===== src/rtl/instr_encoder.sv =====
// ============================================================================
// Module   : instr_encoder
// Purpose  : Packs field-level RV32 R/load/store/branch requests into 32-bit
//            words and writes them to consecutive instruction-memory words.
//            Optional macro ENCODER_RANGE_CHECK_EN enables immediate checks.
// Revision : 1.0 - initial release
// ============================================================================
`default_nettype none

module instr_encoder #(
  parameter int          DEPTH     = 1024,
  parameter int          CNT_W     = 11,
  parameter logic [31:0] BASE_ADDR = 32'h0000_0000
) (
  input  logic             clk,
  input  logic             rst,
  input  logic             in_valid,
  output logic             in_ready,
  input  logic [1:0]       in_class,
  input  logic [2:0]       in_funct3,
  input  logic             in_sub,
  input  logic [4:0]       in_rd,
  input  logic [4:0]       in_rs1,
  input  logic [4:0]       in_rs2,
  input  logic [12:0]      in_imm,
  output logic             mem_we,
  output logic [31:0]      mem_addr,
  output logic [31:0]      mem_wdata,
  input  logic             mem_ack,
  output logic [CNT_W-1:0] count,
  output logic             full,
  output logic             err
);

  localparam logic [6:0]       OP_R      = 7'b0110011;
  localparam logic [6:0]       OP_LOAD   = 7'b0000011;
  localparam logic [6:0]       OP_STORE  = 7'b0100011;
  localparam logic [6:0]       OP_BRANCH = 7'b1100011;
  localparam logic [CNT_W-1:0] DEPTH_C   = CNT_W'(DEPTH);

  typedef enum logic [1:0] {
    S_IDLE  = 2'd0,
    S_WRITE = 2'd1,
    S_FULL  = 2'd2
  } state_t;

  state_t           state_q, state_d;
  logic             ready_q, ready_d;
  logic [31:0]      addr_q, addr_d;
  logic [31:0]      wdata_q, wdata_d;
  logic [CNT_W-1:0] count_q, count_d;
  logic             err_q, err_d;

  logic [31:0]      enc_word;
  logic             reject;
  logic [CNT_W-1:0] count_inc;

  always_comb begin
    enc_word = 32'h0;
    case (in_class)
      2'b00:   enc_word = {(in_sub ? 7'b0100000 : 7'b0000000), in_rs2, in_rs1,
                           in_funct3, in_rd, OP_R};
      2'b01:   enc_word = {in_imm[11:0], in_rs1, in_funct3, in_rd, OP_LOAD};
      2'b10:   enc_word = {in_imm[11:5], in_rs2, in_rs1, in_funct3,
                           in_imm[4:0], OP_STORE};
      default: enc_word = {in_imm[12], in_imm[10:5], in_rs2, in_rs1, in_funct3,
                           in_imm[4:1], in_imm[11], OP_BRANCH};
    endcase
  end

`ifdef ENCODER_RANGE_CHECK_EN
  // Load/store immediates must fit 12-bit signed; branch offsets must be even.
  always_comb begin
    reject = 1'b0;
    case (in_class)
      2'b01, 2'b10: reject = (in_imm[12] != in_imm[11]);
      2'b11:        reject = in_imm[0];
      default:      reject = 1'b0;
    endcase
  end
`else
  logic unused_imm_lsb;
  assign unused_imm_lsb = in_imm[0];
  assign reject         = 1'b0;
`endif

  assign count_inc = count_q + CNT_W'(1);

  always_comb begin
    state_d = state_q;
    addr_d  = addr_q;
    wdata_d = wdata_q;
    count_d = count_q;
    err_d   = 1'b0;
    case (state_q)
      S_IDLE: begin
        if (in_valid && ready_q) begin
          if (reject) begin
            err_d = 1'b1;
          end else begin
            wdata_d = enc_word;
            state_d = S_WRITE;
          end
        end
      end
      S_WRITE: begin
        if (mem_ack) begin
          addr_d  = addr_q + 32'd4;
          count_d = count_inc;
          state_d = (count_inc == DEPTH_C) ? S_FULL : S_IDLE;
        end
      end
      S_FULL:  state_d = S_FULL;
      default: state_d = S_IDLE;
    endcase
    // Registered so in_ready stays low through reset and rises one edge later.
    ready_d = (state_d == S_IDLE);
  end

  always_ff @(posedge clk) begin
    if (!rst) begin
      state_q <= S_IDLE;
      ready_q <= 1'b0;
      addr_q  <= BASE_ADDR;
      wdata_q <= 32'h0;
      count_q <= '0;
      err_q   <= 1'b0;
    end else begin
      state_q <= state_d;
      ready_q <= ready_d;
      addr_q  <= addr_d;
      wdata_q <= wdata_d;
      count_q <= count_d;
      err_q   <= err_d;
    end
  end

  assign in_ready  = ready_q;
  assign mem_we    = (state_q == S_WRITE);
  assign mem_addr  = addr_q;
  assign mem_wdata = wdata_q;
  assign count     = count_q;
  assign full      = (state_q == S_FULL);
  assign err       = err_q;

endmodule

`default_nettype wire

===== config.mk =====
export PLATFORM = sky130hd
export DESIGN_NAME = instr_encoder
export DESIGN_NICKNAME = d
export VERILOG_FILES = /design/src/rtl/instr_encoder.sv
export SDC_FILE = /design/constraint.sdc
export NUM_CORES = 1
export LEC_CHECK = 0
export BUFFER_PORTS_ARGS = -buffer_cell sky130_fd_sc_hd__buf_2
export CAP_MARGIN = 20
export CORE_MARGIN = 2
export CORE_UTILIZATION = 40
export DETAILED_ROUTE_END_ITERATION = 8
export MAX_ROUTING_LAYER = met4
export PLACE_DENSITY = 0.67
export SYNTH_ARGS = -nofsm -noshare
export SYNTH_HDL_FRONTEND = slang
export SYNTH_SLANG_ARGS = --single-unit

===== constraint.sdc =====
create_clock -name clk -period 2.95 [get_ports clk]
set_input_delay 0.295 -clock clk [delete_from_list [all_inputs] [get_ports clk]]
set_output_delay 0.295 -clock clk [all_outputs]
set_load 0.1 [all_outputs]

==> impl_metrics.yaml, run 1 <==
status:
  outcome: "complete, no violations"
cts:
  post_cts_resized: 0
  clockBufferDepth: 2
  cts_tree: "built"
  clock_sinks: 73
  hold_buffers: 0
  clk_pin_slew_ns: 0.07
  htreeDepth: 3
  cts_root_buf: "clkbuf_8"
  clk_latency_ns: 0.34
  cts_setup_buffers: 0
  cts_made_buffers: 9
placement:
  placed_cells: 572
  place_congestion: 0.773
  dpl.hpwl_mm: 5.57
  port-buffer-count: 111
die:
  start_util: 0.408
  die_y_um: 94.9
  rows: 33
  core_area_um2: 8090
  die_width_um: 94.9
  die-area_um2: 9010
  ios: 117
setup_path:
  end_kind: "flip-flop"
  arrival_ns: 2.30
  critPathBufInv: 0
  cp-start-kind: "flip-flop"
  cp_top_family: "simple AND/OR/NAND/NOR gates"
  crit_fanout: 10
  crit_slowest_cell: "nor4_2"
  max_stage_delay_ns: 0.83
  critPathRequiredTime_ns: 3.19
  crit_chain: "nand4_2 > nor4_2 > nand4_1 > xnor2_1 > and2_1"
  critPathKind: "flip-flop to flip-flop"
  reg2reg_slack_ns: 0.88
synthesis:
  synthCells: 374
  yosysSeqAreaShare: 0.442
  ys_seq_elements: 73
  avgSynthCellArea_um2: 8.84
  synth_area_um2: 3310
  ys_warn_count: 0
  synth_cell_type_count: 40
power_and_ir_drop:
  power_density_nw_per_um2: 515
  report.power.total_w: 0.00210
  vdd_drop_max_mv: 0.251
  p_leak_nw: 1.90
sta:
  fmax_mhz: 484
  timing.hold.ws_ns: 0.200
  maxSlewHeadroom: 0.300
  rsz0062_at_grt: "false"
  min_period_ns: 2.07
  fin_skew_ns: 0.00413
  finalCritPeriodShare: 0.700
  hold_viol_final: 0
  tightest_slew_ns: 1.05
  tns_ns: 0
  setup-violations-final: 0
  drv_slew: 0
cells_and_area:
  utilization: 0.504
  nets: 518
  final.fill_count: 822
  diodes: 0
  final_cells: 585
  area.sequential_um2: 1460
  multi_input_area_um2: 1730
  area_delta_synth_final_pct: 23.5
  layout-drive-gt1-share: 0.281
grt:
  grt_pass1_wl_mm: 12.1
  antenna_found_initial: 0
  grt_pass1_vias: 2606
  track_usage: 0.177
  overflow: 0
  grt_max_degree: 41
detailed_routing:
  finalWirelength_mm: 7.62
  vias: 2939
  wl_per_cell_um: 13.0
  viasPerCell: 5.02
  drc: 0
  postRouteAntennaNets: 0
  drt_pass1_iterations: 4
  drtIter0Drc: 78
min_path:
  hold_path_class: "input pin to flip-flop"
flow_run:
  maxCapViolCount: 0
## cell type report
cell class	instances	share of cell area
Sequential cell	73	0.358
Inverter	3	0.00276
Clock buffer	13	0.0414
Tap cell	105	0.0322
Multi-Input combinational cell	277	0.424
Timing Repair Buffer	114	0.142
## cell usage after synthesis
cell type	number	area [µm²]
nor4_1	1	6.26
buf_4	6	45.0
mux2i_1	9	90.1
nand2_1	55	206
and3b_1	1	8.76
and4_1	7	61.3
nand4b_4	1	23.8
and2_1	23	144
o21a_1	2	15.0
o211a_1	5	50.1
and3_1	6	37.5
dfxtp_1	73	1460
o211ai_1	2	15.0
ha_1	2	25.0
a2111o_1	1	11.3
and4_2	1	10.0
xnor2_1	24	210
nand4_1	14	87.6
a21oi_1	8	40.0
or4_4	1	11.3
nor2_1	34	128
or3_1	1	6.26
nand2b_1	2	12.5
clkbuf_1	17	63.8
or4_1	1	7.51
buf_1	2	7.51
nand3_1	18	90.1
or3_2	1	7.51
inv_1	3	11.3
xor2_1	15	131
nand4_2	1	12.5
a21boi_0	11	82.6
nor3_1	3	15.0
a311oi_1	6	52.6
conb_1	1	3.75
nor4_2	2	25.0
or2_2	2	12.5
o21ai_0	3	15.0
nor2b_1	5	31.3
a211oi_1	4	30.0
## registers in the layout (all words and copies together) (netlist names)
signal	count
state_q	2
mem_wdata	29
count	11
mem_addr	30
in_ready	1
## worst paths after layout
path                                                  from                          to  cells after the start
worst min-delay path                          in_funct3[2]  mem_wdata[14]$_SDFFE_PN0P_                      3
worst max register to register    mem_addr[7]$_SDFFE_PN0P_   mem_addr[26]$_SDFFE_PN0P_                      5
worst max-delay path              mem_addr[7]$_SDFFE_PN0P_   mem_addr[26]$_SDFFE_PN0P_                      5
worst min register to register  mem_wdata[26]$_SDFFE_PN0P_  mem_wdata[26]$_SDFFE_PN0P_                      2
## worst min-delay path: stages
cell	delay (ns)
buf_2	0.10
nand2_1	0.04
a21boi_0	0.06
## logic make-up after synthesis
| group | count (synthesis) | synth area share |
|---|---|---|
| other | 1 | 0.00113 |
| adders and majority gates | 2 | 0.00757 |
| AOI/OAI and AO/OA | 42 | 0.0942 |
| and+or+nand+nor | 180 | 0.286 |
| xor gates and xnor gates | 39 | 0.103 |
| buffers and inverters | 28 | 0.0386 |
| DFF | 73 | 0.442 |
| muxes | 9 | 0.0273 |
## layout by cell type (no fill, tap or decap), types with 6 or more instances in the layout
cell type and n:
clkbuf_8 12, xnor2_1 24, a21boi_0 11, nand3_1 18, nand4_1 14, dfxtp_1 73
nor2_1 34, and4_1 7, a311oi_1 6, and3_1 6, a21oi_1 8, mux2i_1 9
and2_1 23, xor2_1 15, nand2_1 55, buf_2 111
## per-layer routing
metal  global-route usage  wire length [µm]
met5                    -                 0
met4               0.0725               118
met1                0.207              3410
met3               0.0519               587
met2                0.285              3510
## metrics by stage
step | instance area [µm²] | worst slack (ns)
floorplan | 3320 | 0.255
global placement | 3910 | 0.901
detailed placement | 3910 | 0.826
CTS | 4080 | 0.882
global route | 4080 | 0.627
finish | 4080 | 0.884
## report_power, final
group / leakage (nW) / switching [W] / internal, W
combinational: 1.23 / 0.000310 / 0.0000704
clock: 0.0875 / 0.000332 / 0.000361
sequential: 0.592 / 0.0000165 / 0.00101
total: 1.90 / 0.000659 / 0.00144
Note: power is estimated with default switching activity, not from simulation.
==> run 2, diff against run 1 <==
- clock period: 2.95 -> 2.02 ns (I/O delays scaled with it)
==> run 2 against run 1 <==
Compared with the run above:
- first-iteration DRC count increased by 44%
- worst hold slack got worse by 0.085 ns
- combinational power grew 49%
- clock power up 56%
- utilization increased by 1.9 points
- final cell count is 1.2% higher
- die area unchanged
- cell area grew 3.8%
- sequential power rose by 44%
- critical path depth increased by 1
- setup slack got worse by 0.76 ns
- critical endpoint is now in_ready$_SDFF_PN0_
==> impl_metrics.yaml, run 2 (synthesis results as in run 1) <==
placement:
  placed_cells: 576
  dpl_worst_slack_ns: 0.137
  dpl.hpwl_mm: 5.59
  place_congestion: 0.804
  place_area_um2: 4060
  port-buffer-count: 111
detailed_routing:
  postRouteAntennaNets: 0
  vias: 2963
  drt_pass1_iterations: 4
  wl_per_cell_um: 13.1
  drtIter0Drc: 112
  finalWirelength_mm: 7.77
  drc: 0
  viasPerCell: 5.01
cells_and_area:
  nets: 522
  final_cells: 592
  area_delta_synth_final_pct: 28.2
  final.fill_count: 824
  layout-drive-gt1-share: 0.363
  diodes: 0
  final_common_cell: "buf_2"
  stdcell_area_um2: 4240
  largest_reg_flops: 30
  layout_common_cells: "buf_2, nand2_1, dfxtp_1"
sta:
  min_period_ns: 1.90
  timing.hold.ws_ns: 0.115
  rsz0062_at_grt: "false"
  worst_slack_ns: 0.121
  drv_slew: 0
  fin_skew_ns: 0.0104
  hold_viol_final: 0
  setup-violations-final: 0
  tns_ns: 0
  fmax_mhz: 527
  tightest_slew_ns: 0.559
  finalCritPeriodShare: 0.940
  maxSlewHeadroom: 0.626
power_and_ir_drop:
  p_leak_nw: 1.94
  p_int_w: 0.00213
  combPwrFrac: 0.181
  pwr-share-clk: 0.346
  power_density_nw_per_um2: 739
  swShare: 0.319
  p_seq_frac: 0.473
  vdd_drop_max_mv: 0.402
  switchingPower_w: 0.000997
setup_path:
  r2r_cells: 6
  critPathKind: "flip-flop to flip-flop"
  arrival_ns: 2.13
  end_kind: "flip-flop"
  crit_fanout: 8
  critPathRequiredTime_ns: 2.25
  cp-start-kind: "flip-flop"
cts:
  clock_sinks: 73
  cts_root_buf: "clkbuf_8"
  clk_pin_slew_ns: 0.07
  hold_buffers: 0
  post_cts_resized: 0
  cts_setup_buffers: 0
  clockBufferDepth: 2
  htreeDepth: 3
  clk_latency_ns: 0.34
  cts_tree: "built"
  cts_made_buffers: 9
min_path:
  hold_path_class: "input pin to flip-flop"
  hold_depth: 3
grt:
  grt_max_degree: 39
  track_usage: 0.188
  grt_pass1_wl_mm: 13.0
  grt_pass1_vias: 2767
  antenna_found_initial: 0
  overflow: 0
die:
  rows: 33
  die_width_um: 94.9
  core_area_um2: 8090
  die-area_um2: 9010
  start_util: 0.408
  ios: 117
  die_y_um: 94.9
flow_run:
  maxCapViolCount: 0
status:
  outcome: "complete, no violations"
-- run 2: final cells by class --
type | instances | area [µm²] | share of cell area
repair buffers | 118 | 621 | 0.146
clock buffers | 12 | 135 | 0.0319
clock inverters | 4 | 43.8 | 0.0103
multi-input cells | 277 | 1750 | 0.413
flip-flops and latches | 73 | 1550 | 0.365
inverters | 3 | 11.3 | 0.00266
well taps | 105 | 131 | 0.0310
-- run 2: power by group through the flow --
stage               combinational [W]  sequential, W  clock (W)
floorplan                    0.000187        0.00179          0
CTS                          0.000568        0.00148    0.00112
finish                       0.000566        0.00148    0.00108
detailed placement           0.000568        0.00151          0
global route                 0.000595        0.00149    0.00119
global placement             0.000564        0.00151          0
-- run 2: critical path, stage by stage, from the launching register on --
cell and delay [ns]:
dfxtp_4 0.37, ha_1 0.22, and3_1 0.22, a211oi_1 0.26, o211ai_1 0.11, a2111o_1 0.41
and4_1 0.20
-- run 2: path summary, 6_finish.rpt --
path	startpoint	end	slack, ns
max reg2reg	count[0]$_SDFFE_PN0P_	in_ready$_SDFF_PN0_	0.12
min reg2reg	mem_wdata[26]$_SDFFE_PN0P_	mem_wdata[26]$_SDFFE_PN0P_	0.45
min	in_rs1[4]	mem_wdata[19]$_SDFFE_PN0P_	0.11
max	count[0]$_SDFFE_PN0P_	in_ready$_SDFF_PN0_	0.12
-- run 2: per-stage QoR --
stage	total power, W	utilization
after CTS	0.00317	0.524
after global routing	0.00327	0.524
after global placement	0.00208	0.501
after floorplan	0.00198	-
after detailed placement	0.00208	0.501
final	0.00313	0.524
-- run 2: per-layer routing --
layer  vias to the layer above  share of wire  GRT usage  routed length [µm]
met1                      1374           0.47      0.237                3620
met4                         0          0.012     0.0676                  92
met5                         -              0          -                   0
met2                        93           0.45      0.287                3490
met3                         8          0.073     0.0543                 567
li1                       1488              -          -                   -
==> run 3, diff against run 2 <==
- ABC_AREA: default -> 1
- CORE_MARGIN: 2 -> default
==> run 3 against run 2 <==
Compared with the run above:
- routed wire length up 11%
- first-iteration DRC count up 11%
- cell area is 0.65% higher
- setup slack better by 0.29 ns
- clock-buffer cell count decreased by 1
- sequential share of layout area down 1.9 points
- total power increased by 5.0%
- global-route usage up 1.3 points
- register-to-register slack better by 0.29 ns
==> impl_metrics.yaml, run 3 <==
power_and_ir_drop:
  vdd_drop_max_mv: 0.372
  p_leak_nw: 2.09
  power_density_nw_per_um2: 771
  report.power.total_w: 0.00329
synthesis:
  synth_top_family_by_area: "simple AND/OR/NAND/NOR gates"
  synth.area.mux_share: 0
  synth_compound_area_frac: 0.154
  avgSynthCellArea_um2: 7.09
  synthArstFlopShare: 0
  yosys.area_share.simple: 0.306
  yosysSeqAreaShare: 0.426
  synthCells: 484
  yosys.area.top_type: "dfxtp_1"
  synth_cell_type_count: 38
  synth_ff_type: "dfxtp_1"
  synth-edff-count: 0
  yosysMostFrequentCell: "nand2_1"
  synth_xor_xnor_area_share: 0.0153
  synth.cells.most_frequent: "nand2_1, nor2_1, dfxtp_1"
  yosys-top-cells-area: "dfxtp_1, nand2_1, nor2_1"
  ys_warn_count: 0
  synth.top_cell.area_share: 0.426
  synth_area_um2: 3430
  ys_seq_elements: 73
  yosys.area_share.adder: 0.00729
cts:
  post_cts_resized: 0
  clockBufferDepth: 2
  clk_pin_slew_ns: 0.08
  clk_latency_ns: 0.34
  htreeDepth: 3
  cts_made_buffers: 9
  clock_sinks: 73
  cts_root_buf: "clkbuf_8"
  hold_buffers: 0
  cts_tree: "built"
  cts_setup_buffers: 0
die:
  die_width_um: 94.6
  die_y_um: 94.6
  start_util: 0.416
  ios: 117
  die-area_um2: 8960
  rows: 33
  core_area_um2: 8260
cells_and_area:
  diodes: 0
  area_delta_synth_final_pct: 24.2
  nets: 633
  layout_common_cells: "buf_2, nand2_1, nor2_1"
  largest_reg_flops: 30
  layout-drive-gt1-share: 0.268
  final_common_cell: "buf_2"
min_path:
  hold-path-endpoint: "mem_wdata[14]$_SDFFE_PN0P_"
  hold_depth: 3
  hold_path_class: "input pin to flip-flop"
  min_from: "in_funct3[2]"
detailed_routing:
  finalWirelength_mm: 8.60
  viasPerCell: 4.95
  vias: 3479
  drtIter0Drc: 124
  wl_per_cell_um: 12.2
  drc: 0
  drt_pass1_iterations: 4
  postRouteAntennaNets: 0
grt:
  grt_pass1_vias: 3136
  grt_max_degree: 47
  grt_pass1_wl_mm: 14.0
  overflow: 0
  antenna_found_initial: 0
  track_usage: 0.201
setup_path:
  critPathRequiredTime_ns: 2.26
  r2r_cells: 8
  crit_chain: "ha_1 > nand3_1 > nor2_8 > nand3_4 > nor2_4 > nand3b_1 > nor2_1 > nor2_1"
  cp_top_family: "simple AND/OR/NAND/NOR gates"
  timing.rr.end: "mem_addr[26]$_SDFFE_PN0P_"
  crit_top_cell: "nor2_1"
  crit_slowest_cell: "dfxtp_2"
  reg2reg_slack_ns: 0.41
  critPathKind: "flip-flop to flip-flop"
  crit_fanout: 11
  critPathBufInv: 0
  max_stage_delay_ns: 0.36
  cp-start-kind: "flip-flop"
  end_kind: "flip-flop"
  r2r_start: "mem_addr[2]$_SDFFE_PN0P_"
  arrival_ns: 1.85
placement:
  dpl.hpwl_mm: 6.21
  place_congestion: 0.793
  port-buffer-count: 111
sta:
  rsz0062_at_grt: "false"
  finalCritPeriodShare: 0.796
  setup-violations-final: 0
  tns_ns: 0
  fin_skew_ns: 0.0109
  fmax_mhz: 622
  min_period_ns: 1.61
  drv_slew: 0
  hold_viol_final: 0
status:
  outcome: "complete, no violations"
flow_run:
  maxCapViolCount: 0
-- run 3: cell count changes in the layout (fill, tap and decap cells not counted), sizes merged, moves of 10 or more --
cell    delta
and2      -23
o21ai     +34
a21oi     +29
inv       +47
nor2      +52
nand3     +10
a21boi    -11
xor2      -10
xnor2     -23
nand2     +40
-- run 3: how the worst max path moves through the flow --
stage | from | slack, ns | endpoint | depth (start not counted)
after floorplan | mem_addr[20]$_SDFFE_PN0P_ | 0.01 | mem_addr[29]$_SDFFE_PN0P_ | 7
after global placement | mem_addr[2]$_SDFFE_PN0P_ | 0.47 | mem_addr[26]$_SDFFE_PN0P_ | 9
after detailed placement | mem_addr[2]$_SDFFE_PN0P_ | 0.40 | mem_addr[26]$_SDFFE_PN0P_ | 8
after CTS | mem_addr[2]$_SDFFE_PN0P_ | 0.40 | mem_addr[26]$_SDFFE_PN0P_ | 8
after global routing | mem_addr[2]$_SDFFE_PN0P_ | 0.23 | mem_addr[28]$_SDFFE_PN0P_ | 8
final | mem_addr[2]$_SDFFE_PN0P_ | 0.41 | mem_addr[26]$_SDFFE_PN0P_ | 8
-- run 3: area by class of cell --
cell class	count	area [µm²]
tap	105	131
timing repair buffer	117	601
inverter	51	191
sequential	73	1480
clock buffer	11	151
multi-input combinational	341	1680
fill	836	3990
clock inverter	5	30.0
-- run 3: cell families after synthesis --
group / after synthesis
compound gates: 96
flops: 73
simple gates: 232
xor+xnor: 6
buf+inv: 74
other cells: 1
fa+ha+maj: 2
-- run 3: power breakdown --
| group | switching, W | leakage (nW) | internal, W |
|---|---|---|---|
| clock | 0.000550 | 0.0911 | 0.000507 |
| combinational | 0.000586 | 1.40 | 0.000117 |
| sequential | 0.0000340 | 0.599 | 0.00149 |
| total | 0.00117 | 2.09 | 0.00212 |
-- run 3: stage by stage --
stage | std cells | cell area, µm² | utilization | hold slack (ns) | worst slack (ns)
2_1_floorplan | 488 | 3470 | - | 0.337 | 0.0107
3_3_place_gp | 687 | 4080 | 0.494 | 0.423 | 0.470
3_5_place_dp | 687 | 4080 | 0.494 | 0.432 | 0.396
4_1_cts | 703 | 4260 | 0.516 | 0.0656 | 0.404
5_1_grt | 703 | 4260 | 0.516 | 0.0786 | 0.234
6_report | 703 | 4260 | 0.516 | 0.0819 | 0.412
-- run 3: metal layers --
metal / global-route usage / vias up / share of wire
met5: - / - / 0
met4: 0.0657 / 0 / 0.0092
met3: 0.0386 / 9 / 0.048
met2: 0.330 / 102 / 0.47
met1: 0.248 / 1583 / 0.47
li1: - / 1785 / -
-- run 3: worst reg2reg max path, cell delays in order (launching register included) --
cell      delay (ns)
dfxtp_2         0.36
ha_1            0.17
nand3_1         0.17
nor2_8          0.18
nand3_4         0.10
nor2_4          0.23
nand3b_1        0.14
nor2_1          0.11
nor2_1          0.05
